--- config.mk ---
export PLATFORM = sky130hd
export DESIGN_NAME = player_sprite_engine
export DESIGN_NICKNAME = d
export VERILOG_FILES = /design/src/rtl/player_sprite_engine_pkg.sv /design/src/rtl/player_sprite_engine_anim_ctrl.sv /design/src/rtl/player_sprite_engine.sv
export SDC_FILE = /design/constraint.sdc
export NUM_CORES = 1
export LEC_CHECK = 0
export ABC_AREA = 1
export CORE_MARGIN = 5
export CORE_UTILIZATION = 44
export CTS_CLUSTER_DIAMETER = 100
export DETAILED_ROUTE_END_ITERATION = 16
export SYNTH_ARGS = -nofsm -noshare
export SYNTH_HDL_FRONTEND = slang
export SYNTH_SLANG_ARGS = --single-unit
--- constraint.sdc ---
create_clock -name pixel_clk_in -period 6.7 [get_ports pixel_clk_in]
set_clock_uncertainty 0.2 [all_clocks]
set_input_delay 1.34 -clock pixel_clk_in [delete_from_list [all_inputs] [get_ports pixel_clk_in]]
set_output_delay 1.34 -clock pixel_clk_in [all_outputs]
set_load 0.02 [all_outputs]
--- src/rtl/player_sprite_engine_pkg.sv ---
// Shared types, default transparent index and the ROM content helpers for the player sprite engine.
package player_sprite_engine_pkg;

    typedef enum logic [1:0] {
        DIR_LEFT  = 2'd0,
        DIR_RIGHT = 2'd1,
        DIR_UP    = 2'd2,
        DIR_DOWN  = 2'd3
    } dir_t;

    typedef enum logic [3:0] {
        ST_NOTHING        = 4'd0,
        ST_ONION_RAW      = 4'd1,
        ST_ONION_CHOPPED  = 4'd2,
        ST_TOMATO_RAW     = 4'd3,
        ST_TOMATO_CHOPPED = 4'd4,
        ST_POT_RAW        = 4'd5,
        ST_POT_COOKED     = 4'd6,
        ST_PLATE_EMPTY    = 4'd7,
        ST_PLATE_FULL     = 4'd8,
        ST_EXT_OFF        = 4'd9,
        ST_EXT_ON         = 4'd10
    } pstate_t;

    localparam logic [7:0] TRANSP_IDX_DEFAULT = 8'h00;

    // Back view hides the held item; raw pot shares the cooked pot art; undefined states draw empty-handed.
    function automatic logic [5:0] sprite_idx(input logic [3:0] state, input logic [1:0] dir);
        logic [3:0] art;
        if (dir == DIR_UP)
            art = ST_NOTHING;
        else if (state > ST_EXT_ON)
            art = ST_NOTHING;
        else if (state == ST_POT_RAW)
            art = ST_POT_COOKED;
        else
            art = state;
        return {art, dir};
    endfunction

    function automatic logic [7:0] atlas_pixel(input logic [5:0] sidx, input logic [7:0] frame,
                                               input logic [7:0] row, input logic [7:0] col);
        logic [7:0] v;
        if (((row + col + frame) & 8'd3) == 8'd0)
            v = 8'h00;
        else
            v = {2'b00, sidx} * 8'd7 + frame * 8'd13 + row * 8'd3 + col;
        return v;
    endfunction

    function automatic logic [3:0] pal_red(input logic [7:0] idx);
        return idx[7:4];
    endfunction

    function automatic logic [3:0] pal_green(input logic [7:0] idx);
        return idx[3:0];
    endfunction

    function automatic logic [3:0] pal_blue(input logic [7:0] idx);
        return idx[7:4] ^ idx[3:0];
    endfunction

endpackage

--- src/rtl/player_sprite_engine_anim_ctrl.sv ---
// Per-player shadow registers latched once per video frame, plus the animation tick/frame counters.
module player_sprite_engine_anim_ctrl #(
    parameter int NUM_FRAMES  = 4,
    parameter int FRAME_TICKS = 8,
    localparam int FRM_W  = $clog2(NUM_FRAMES),
    localparam int TICK_W = (FRAME_TICKS > 1) ? $clog2(FRAME_TICKS) : 1
) (
    input  logic             clk,
    input  logic             rst_n,
    input  logic             frame_tick,
    input  logic [10:0]      x,
    input  logic [9:0]       y,
    input  logic [1:0]       dir,
    input  logic [3:0]       state,
    output logic [10:0]      sh_x,
    output logic [9:0]       sh_y,
    output logic [1:0]       sh_dir,
    output logic [3:0]       sh_state,
    output logic [FRM_W-1:0] frame,
    output logic             shadow_valid
);

    logic [TICK_W-1:0] tick_cnt;

    always_ff @(posedge clk or negedge rst_n) begin
        if (!rst_n) begin
            sh_x         <= '0;
            sh_y         <= '0;
            sh_dir       <= '0;
            sh_state     <= '0;
            frame        <= '0;
            tick_cnt     <= '0;
            shadow_valid <= 1'b0;
        end else if (frame_tick) begin
            sh_x         <= x;
            sh_y         <= y;
            sh_dir       <= dir;
            sh_state     <= state;
            shadow_valid <= 1'b1;
            // A new pose restarts its animation from the first frame.
            if (dir != sh_dir || state != sh_state) begin
                frame    <= '0;
                tick_cnt <= '0;
            end else if (tick_cnt == TICK_W'(FRAME_TICKS - 1)) begin
                frame    <= frame + FRM_W'(1);
                tick_cnt <= '0;
            end else begin
                tick_cnt <= tick_cnt + TICK_W'(1);
            end
        end
    end

endmodule

--- src/rtl/player_sprite_engine.sv ---
// Multi-player chef sprite renderer: per-player atlas lookup, fixed-priority transparency mux,
// shared palette, five-cycle pipeline from raster position to colour.
module player_sprite_engine
    import player_sprite_engine_pkg::*;
#(
    parameter int         NUM_PLAYERS = 2,
    parameter int         WIDTH       = 32,
    parameter int         HEIGHT      = 32,
    parameter int         NUM_FRAMES  = 4,
    parameter int         FRAME_TICKS = 8,
    parameter logic [7:0] TRANSP_IDX  = TRANSP_IDX_DEFAULT
) (
    input  logic                      pixel_clk_in,
    input  logic                      rst_n_in,
    input  logic [10:0]               hcount_in,
    input  logic [9:0]                vcount_in,
    input  logic [NUM_PLAYERS*11-1:0] x_in,
    input  logic [NUM_PLAYERS*10-1:0] y_in,
    input  logic [NUM_PLAYERS*2-1:0]  dir_in,
    input  logic [NUM_PLAYERS*4-1:0]  state_in,
    output logic [11:0]               pixel_out,
    output logic                      hit_out,
    output logic [1:0]                player_id_out
);

    localparam int COL_W  = $clog2(WIDTH);
    localparam int ROW_W  = $clog2(HEIGHT);
    localparam int FRM_W  = $clog2(NUM_FRAMES);
    localparam int ADDR_W = 6 + FRM_W + ROW_W + COL_W;

    logic                   frame_tick;
    logic [NUM_PLAYERS-1:0] inside_p2;
    logic [7:0]             atlas_p2 [NUM_PLAYERS];

    assign frame_tick = (hcount_in == 11'd0) && (vcount_in == 10'd0);

    for (genvar p = 0; p < NUM_PLAYERS; p++) begin : g_player
        logic [10:0]       sh_x;
        logic [9:0]        sh_y;
        logic [1:0]        sh_dir;
        logic [3:0]        sh_state;
        logic [FRM_W-1:0]  frame;
        logic              shadow_valid;
        logic [11:0]       x_end;
        logic [10:0]       y_end;
        logic              inside_d;
        logic [ADDR_W-1:0] addr_d;
        logic              inside_p1;
        logic [ADDR_W-1:0] addr_p1;
        logic              inside_rd_p2;
        logic [7:0]        atlas_rd_p2;

        player_sprite_engine_anim_ctrl #(
            .NUM_FRAMES  (NUM_FRAMES),
            .FRAME_TICKS (FRAME_TICKS)
        ) u_anim (
            .clk          (pixel_clk_in),
            .rst_n        (rst_n_in),
            .frame_tick   (frame_tick),
            .x            (x_in[p*11 +: 11]),
            .y            (y_in[p*10 +: 10]),
            .dir          (dir_in[p*2 +: 2]),
            .state        (state_in[p*4 +: 4]),
            .sh_x         (sh_x),
            .sh_y         (sh_y),
            .sh_dir       (sh_dir),
            .sh_state     (sh_state),
            .frame        (frame),
            .shadow_valid (shadow_valid)
        );

        // Widened end coordinates keep sprites at the right/bottom edge from wrapping to 0.
        assign x_end    = {1'b0, sh_x} + 12'(WIDTH);
        assign y_end    = {1'b0, sh_y} + 11'(HEIGHT);
        assign inside_d = shadow_valid
                          && (hcount_in >= sh_x) && ({1'b0, hcount_in} < x_end)
                          && (vcount_in >= sh_y) && ({1'b0, vcount_in} < y_end);
        assign addr_d   = {sprite_idx(sh_state, sh_dir), frame,
                           vcount_in[ROW_W-1:0] - sh_y[ROW_W-1:0],
                           hcount_in[COL_W-1:0] - sh_x[COL_W-1:0]};

        // S1: address and inside flag; S2: synchronous atlas read
        always_ff @(posedge pixel_clk_in or negedge rst_n_in) begin
            if (!rst_n_in) begin
                addr_p1      <= '0;
                inside_p1    <= 1'b0;
                atlas_rd_p2  <= '0;
                inside_rd_p2 <= 1'b0;
            end else begin
                addr_p1      <= addr_d;
                inside_p1    <= inside_d;
                atlas_rd_p2  <= atlas_pixel(addr_p1[ADDR_W-1 -: 6],
                                            8'(addr_p1[COL_W+ROW_W +: FRM_W]),
                                            8'(addr_p1[COL_W +: ROW_W]),
                                            8'(addr_p1[0 +: COL_W]));
                inside_rd_p2 <= inside_p1;
            end
        end

        assign atlas_p2[p]  = atlas_rd_p2;
        assign inside_p2[p] = inside_rd_p2;
    end

    logic [7:0] win_idx;
    logic [1:0] win_id;
    logic       win_hit;

    // Walk from the lowest priority upward so the lowest-numbered opaque player overrides.
    always_comb begin
        win_idx = TRANSP_IDX;
        win_id  = '0;
        win_hit = 1'b0;
        for (int p = NUM_PLAYERS - 1; p >= 0; p--) begin
            if (inside_p2[p] && atlas_p2[p] != TRANSP_IDX) begin
                win_idx = atlas_p2[p];
                win_id  = 2'(p);
                win_hit = 1'b1;
            end
        end
    end

    logic [7:0] win_idx_p3;
    logic [1:0] win_id_p3;
    logic       hit_p3;
    logic [3:0] red_p4;
    logic [3:0] green_p4;
    logic [3:0] blue_p4;
    logic [1:0] id_p4;
    logic       hit_p4;

    // S3: winner; S4: palette read; S5: output register
    always_ff @(posedge pixel_clk_in or negedge rst_n_in) begin
        if (!rst_n_in) begin
            win_idx_p3    <= '0;
            win_id_p3     <= '0;
            hit_p3        <= 1'b0;
            red_p4        <= '0;
            green_p4      <= '0;
            blue_p4       <= '0;
            id_p4         <= '0;
            hit_p4        <= 1'b0;
            pixel_out     <= '0;
            hit_out       <= 1'b0;
            player_id_out <= '0;
        end else begin
            win_idx_p3    <= win_idx;
            win_id_p3     <= win_id;
            hit_p3        <= win_hit;
            red_p4        <= pal_red(win_idx_p3);
            green_p4      <= pal_green(win_idx_p3);
            blue_p4       <= pal_blue(win_idx_p3);
            id_p4         <= win_id_p3;
            hit_p4        <= hit_p3;
            pixel_out     <= hit_p4 ? {red_p4, green_p4, blue_p4} : 12'h000;
            hit_out       <= hit_p4;
            player_id_out <= hit_p4 ? id_p4 : 2'd0;
        end
    end

endmodule

==> results.json <==
{
  "grt_pass1_wl_mm": 34.5,
  "peakVddDrop_v": 0.000146,
  "synthCells": 1115,
  "synthMuxAreaShare_pct": 0,
  "seq_area_frac_synth_pct": 39.9,
  "instances_no_fill": 1509,
  "yosysUniqueCellTypes": 32,
  "cts-hold-fix-buffers": 0,
  "max_freq_mhz": 242,
  "holdCritPathClass": "flip-flop to flip-flop",
  "status": "completed",
  "async_flop_share_pct": 100,
  "htreeDepth": 4,
  "boundaryPins": 92,
  "path_class": "flip-flop to flip-flop",
  "antenna_found_initial": 1,
  "cts_buffer_depth": 2,
  "p_per_area_nw_per_um2": 206,
  "via_per_inst": 4.69,
  "cts_setup_buffers": 0,
  "routabilityCongestion": 0.908,
  "n_antenna_cell": 0,
  "topRoutingLayerUsed": "met5",
  "p_leak_nw": 6.27,
  "synth.avg_cell_area_sq_um": 8.95,
  "synth_largest_area_cell": "dfrtp_1",
  "drv_cap": 0,
  "drt-met1-wl_mm": 9.49,
  "fin_crit_sh_pct": 61.7,
  "final-seq-area_sq_um": 3980,
  "initial_core_util_pct": 44.4,
  "layout_min_cycle_time_ns": 4.14,
  "cp-start-kind": "flip-flop",
  "synth_seq_cells": 159,
  "min_from": "hit_p3",
  "clkLatencyLatePin_ns": 0.42,
  "syn2layout_area_growth_pct": 18.0,
  "slew_headroom_pct": 43.0,
  "via_count": 7077,
  "rsz0062_at_grt": "false",
  "rr_worst_depth": 16,
  "syn_nets": 1352,
  "synth_edf_count": 0,
  "synth_top_area_share_pct": 39.9,
  "finalPower_w": 0.00243,
  "r2r_slack_ns": 2.56,
  "fillers": 2071,
  "yosysMostFrequentCell": "inv_1",
  "r2r-end": "g_player[0].atlas_rd_p2[6]",
  "hold_violations": 0,
  "wl_mm": 20.3,
  "setup_viol": 0,
  "holdPathEnd": "hit_p4",
  "synth_area_sq_um": 9980,
  "cts_tree": "yes",
  "dp_cells": 1477,
  "nets": 1448,
  "clock-root-buffer": "clkbuf_16",
  "fin_setup_tns_ns": 0,
  "synth_ff_type": "dfrtp_1",
  "die-area_sq_um": 25800,
  "wire_per_inst_um": 13.4,
  "path_max_fanout": 3,
  "first_pass_iters": 5,
  "synthSimpleGateAreaFrac_pct": 15.0,
  "wl_met2_mm": 9.59,
  "port_buffers": 90,
  "drc": 0,
  "hold_depth": 0,
  "synth.area.top_cells": "dfrtp_1 40%, ha_1 13%, fa_1 11%",
  "multiInputGateArea_sq_um": 5010,
  "cp.arrival_ns": 4.29,
  "synth_compound_area_share_pct": 6.79,
  "crit_path_start": "g_player[0].addr_p1[7]",
  "drive_gt1_share_pct": 3.27,
  "cts_inserted_buffers": 17,
  "cp.required_ns": 6.85,
  "cp-end-kind": "flip-flop",
  "dr.first_iter.drc_count": 462,
  "worst_pin_slew_ns": 0.855,
  "synthAdderAreaFrac_pct": 24.1,
  "cts_sinks": 159,
  "synth_commonest_cells": "239 x inv_1, 225 x nand2_1, 159 x dfrtp_1",
  "core_area_sq_um": 22500,
  "synth_top_family_by_area": "adder cells",
  "dp_hpwl_mm": 16.6,
  "grt_pass1_vias": 7209,
  "clk_pin_slew_ns": 0.07,
  "cts-resized-gates": 0,
  "fp.dieW_um": 161,
  "r2r_start": "g_player[0].addr_p1[7]",
  "route.met3.wl_um": 866,
  "grt_max_degree": 96,
  "ys_warn_count": 0,
  "track_usage_pct": 16.7,
  "drv_slew": 0,
  "overflow": 0,
  "fp-row-count": 55,
  "synth_xor_xnor_area_share_pct": 4.30,
  "die_y_um": 161,
  "antenna_left": 0
}
[cell usage in the layout (no fill, tap or decap), drive strengths merged]
master | synthesis | final
clkinv | 1 | 4
a21o | 2 | 2
or2 | 4 | 4
nand3b | 8 | 8
ha | 106 | 106
o21ai | 78 | 78
dfrtp | 159 | 159
inv | 239 | 246
conb | 1 | 1
a21oi | 38 | 38
bufinv | 0 | 2
o21bai | 1 | 1
clkdlybuf4s50 | 0 | 89
nand2 | 226 | 226
o21a | 5 | 5
xnor2 | 19 | 19
clkinvlp | 0 | 1
nor2 | 71 | 71
o22ai | 5 | 5
xor2 | 30 | 30
nand4 | 14 | 14
fa | 54 | 54
clkbuf | 5 | 19
buf | 10 | 3
nor4 | 2 | 2
nor3 | 8 | 8
a31oi | 1 | 1
nand3 | 28 | 28
[per-layer routing]
layer,vias to the layer above,track usage [%]
met3,20,3.80
met5,-,0
met2,135,28.0
met1,3287,21.9
met4,2,4.50
li1,3633,-
[report_power, final]
part           internal, W  leakage (nW)  switching, W
clock network     0.000577         0.299      0.000417
logic             0.000177          4.02      0.000232
registers          0.00100          1.95     0.0000234
total              0.00176          6.27      0.000672
[layout make-up]
type | count | area share (%)
inverter | 240 | 7.66
clock inverter | 13 | 1.47
timing repair buffer | 92 | 7.78
sequential | 159 | 33.8
multi-input combinational | 701 | 42.5
tap | 285 | 3.03
clock buffer | 19 | 3.76
[per-stage QoR]
stage                     instance area [sq um]  hold slack, ns  utilization [%]  setup WS [ns]
after floorplan                            9980           0.131                -           2.83
after global placement                    11200           0.134             49.6           2.15
after detailed placement                  11200           0.136             49.6           2.14
after CTS                                 11800           0.147             52.4           2.48
after global routing                      11800           0.164             52.4           2.26
final                                     11800           0.142             52.4           2.56
[worst max-delay path: stages (launching register included)]
cell     delay [ns]
dfrtp_1        0.39
inv_1          0.08
fa_1           0.49
fa_1           0.49
inv_1          0.05
fa_1           0.52
inv_1          0.05
fa_1           0.46
inv_1          0.07
ha_1           0.18
inv_1          0.06
fa_1           0.39
o21ai_0        0.18
a21oi_1        0.10
xnor2_1        0.21
nand2_1        0.09
inv_1          0.06
[cells by family (layout without fill, tap and decap cells)]
family | count (synthesis) | count (layout)
buffers and inverters | 255 | 364
AOI/OAI and AO/OA | 130 | 130
and+or+nand+nor | 361 | 361
other | 1 | 1
adders and majority gates | 160 | 160
xor gates and xnor gates | 49 | 49
DFF | 159 | 159
[registers in the layout (all words and copies together), names as in the netlist, 4 cells and up]
register	flops
g_player.addr_p1	36
g_player.u_anim.sh_x	22
g_player.u_anim.sh_y	20
g_player.u_anim.tick_cnt	6
g_player.u_anim.sh_dir	4
g_player.u_anim.sh_state	8
red_p4	4
g_player.u_anim.frame	4
g_player.atlas_rd_p2	16
pixel_out	12
blue_p4	4
win_idx_p3	8
green_p4	4
[worst max-delay path by stage]
| stage | slack (ns) | cells after the start | endpoint |
|---|---|---|---|
| after global routing | 2.26 | 9 | g_player[0].u_anim.sh_x[9] |
| after global placement | 2.15 | 7 | g_player[0].u_anim.sh_x[1] |
| after floorplan | 2.83 | 16 | g_player[0].atlas_rd_p2[6] |
| after CTS | 2.48 | 16 | g_player[0].atlas_rd_p2[6] |
| after detailed placement | 2.14 | 7 | g_player[0].u_anim.sh_x[5] |
| final | 2.56 | 16 | g_player[0].atlas_rd_p2[6] |
Power figures use the tool's default switching activity.
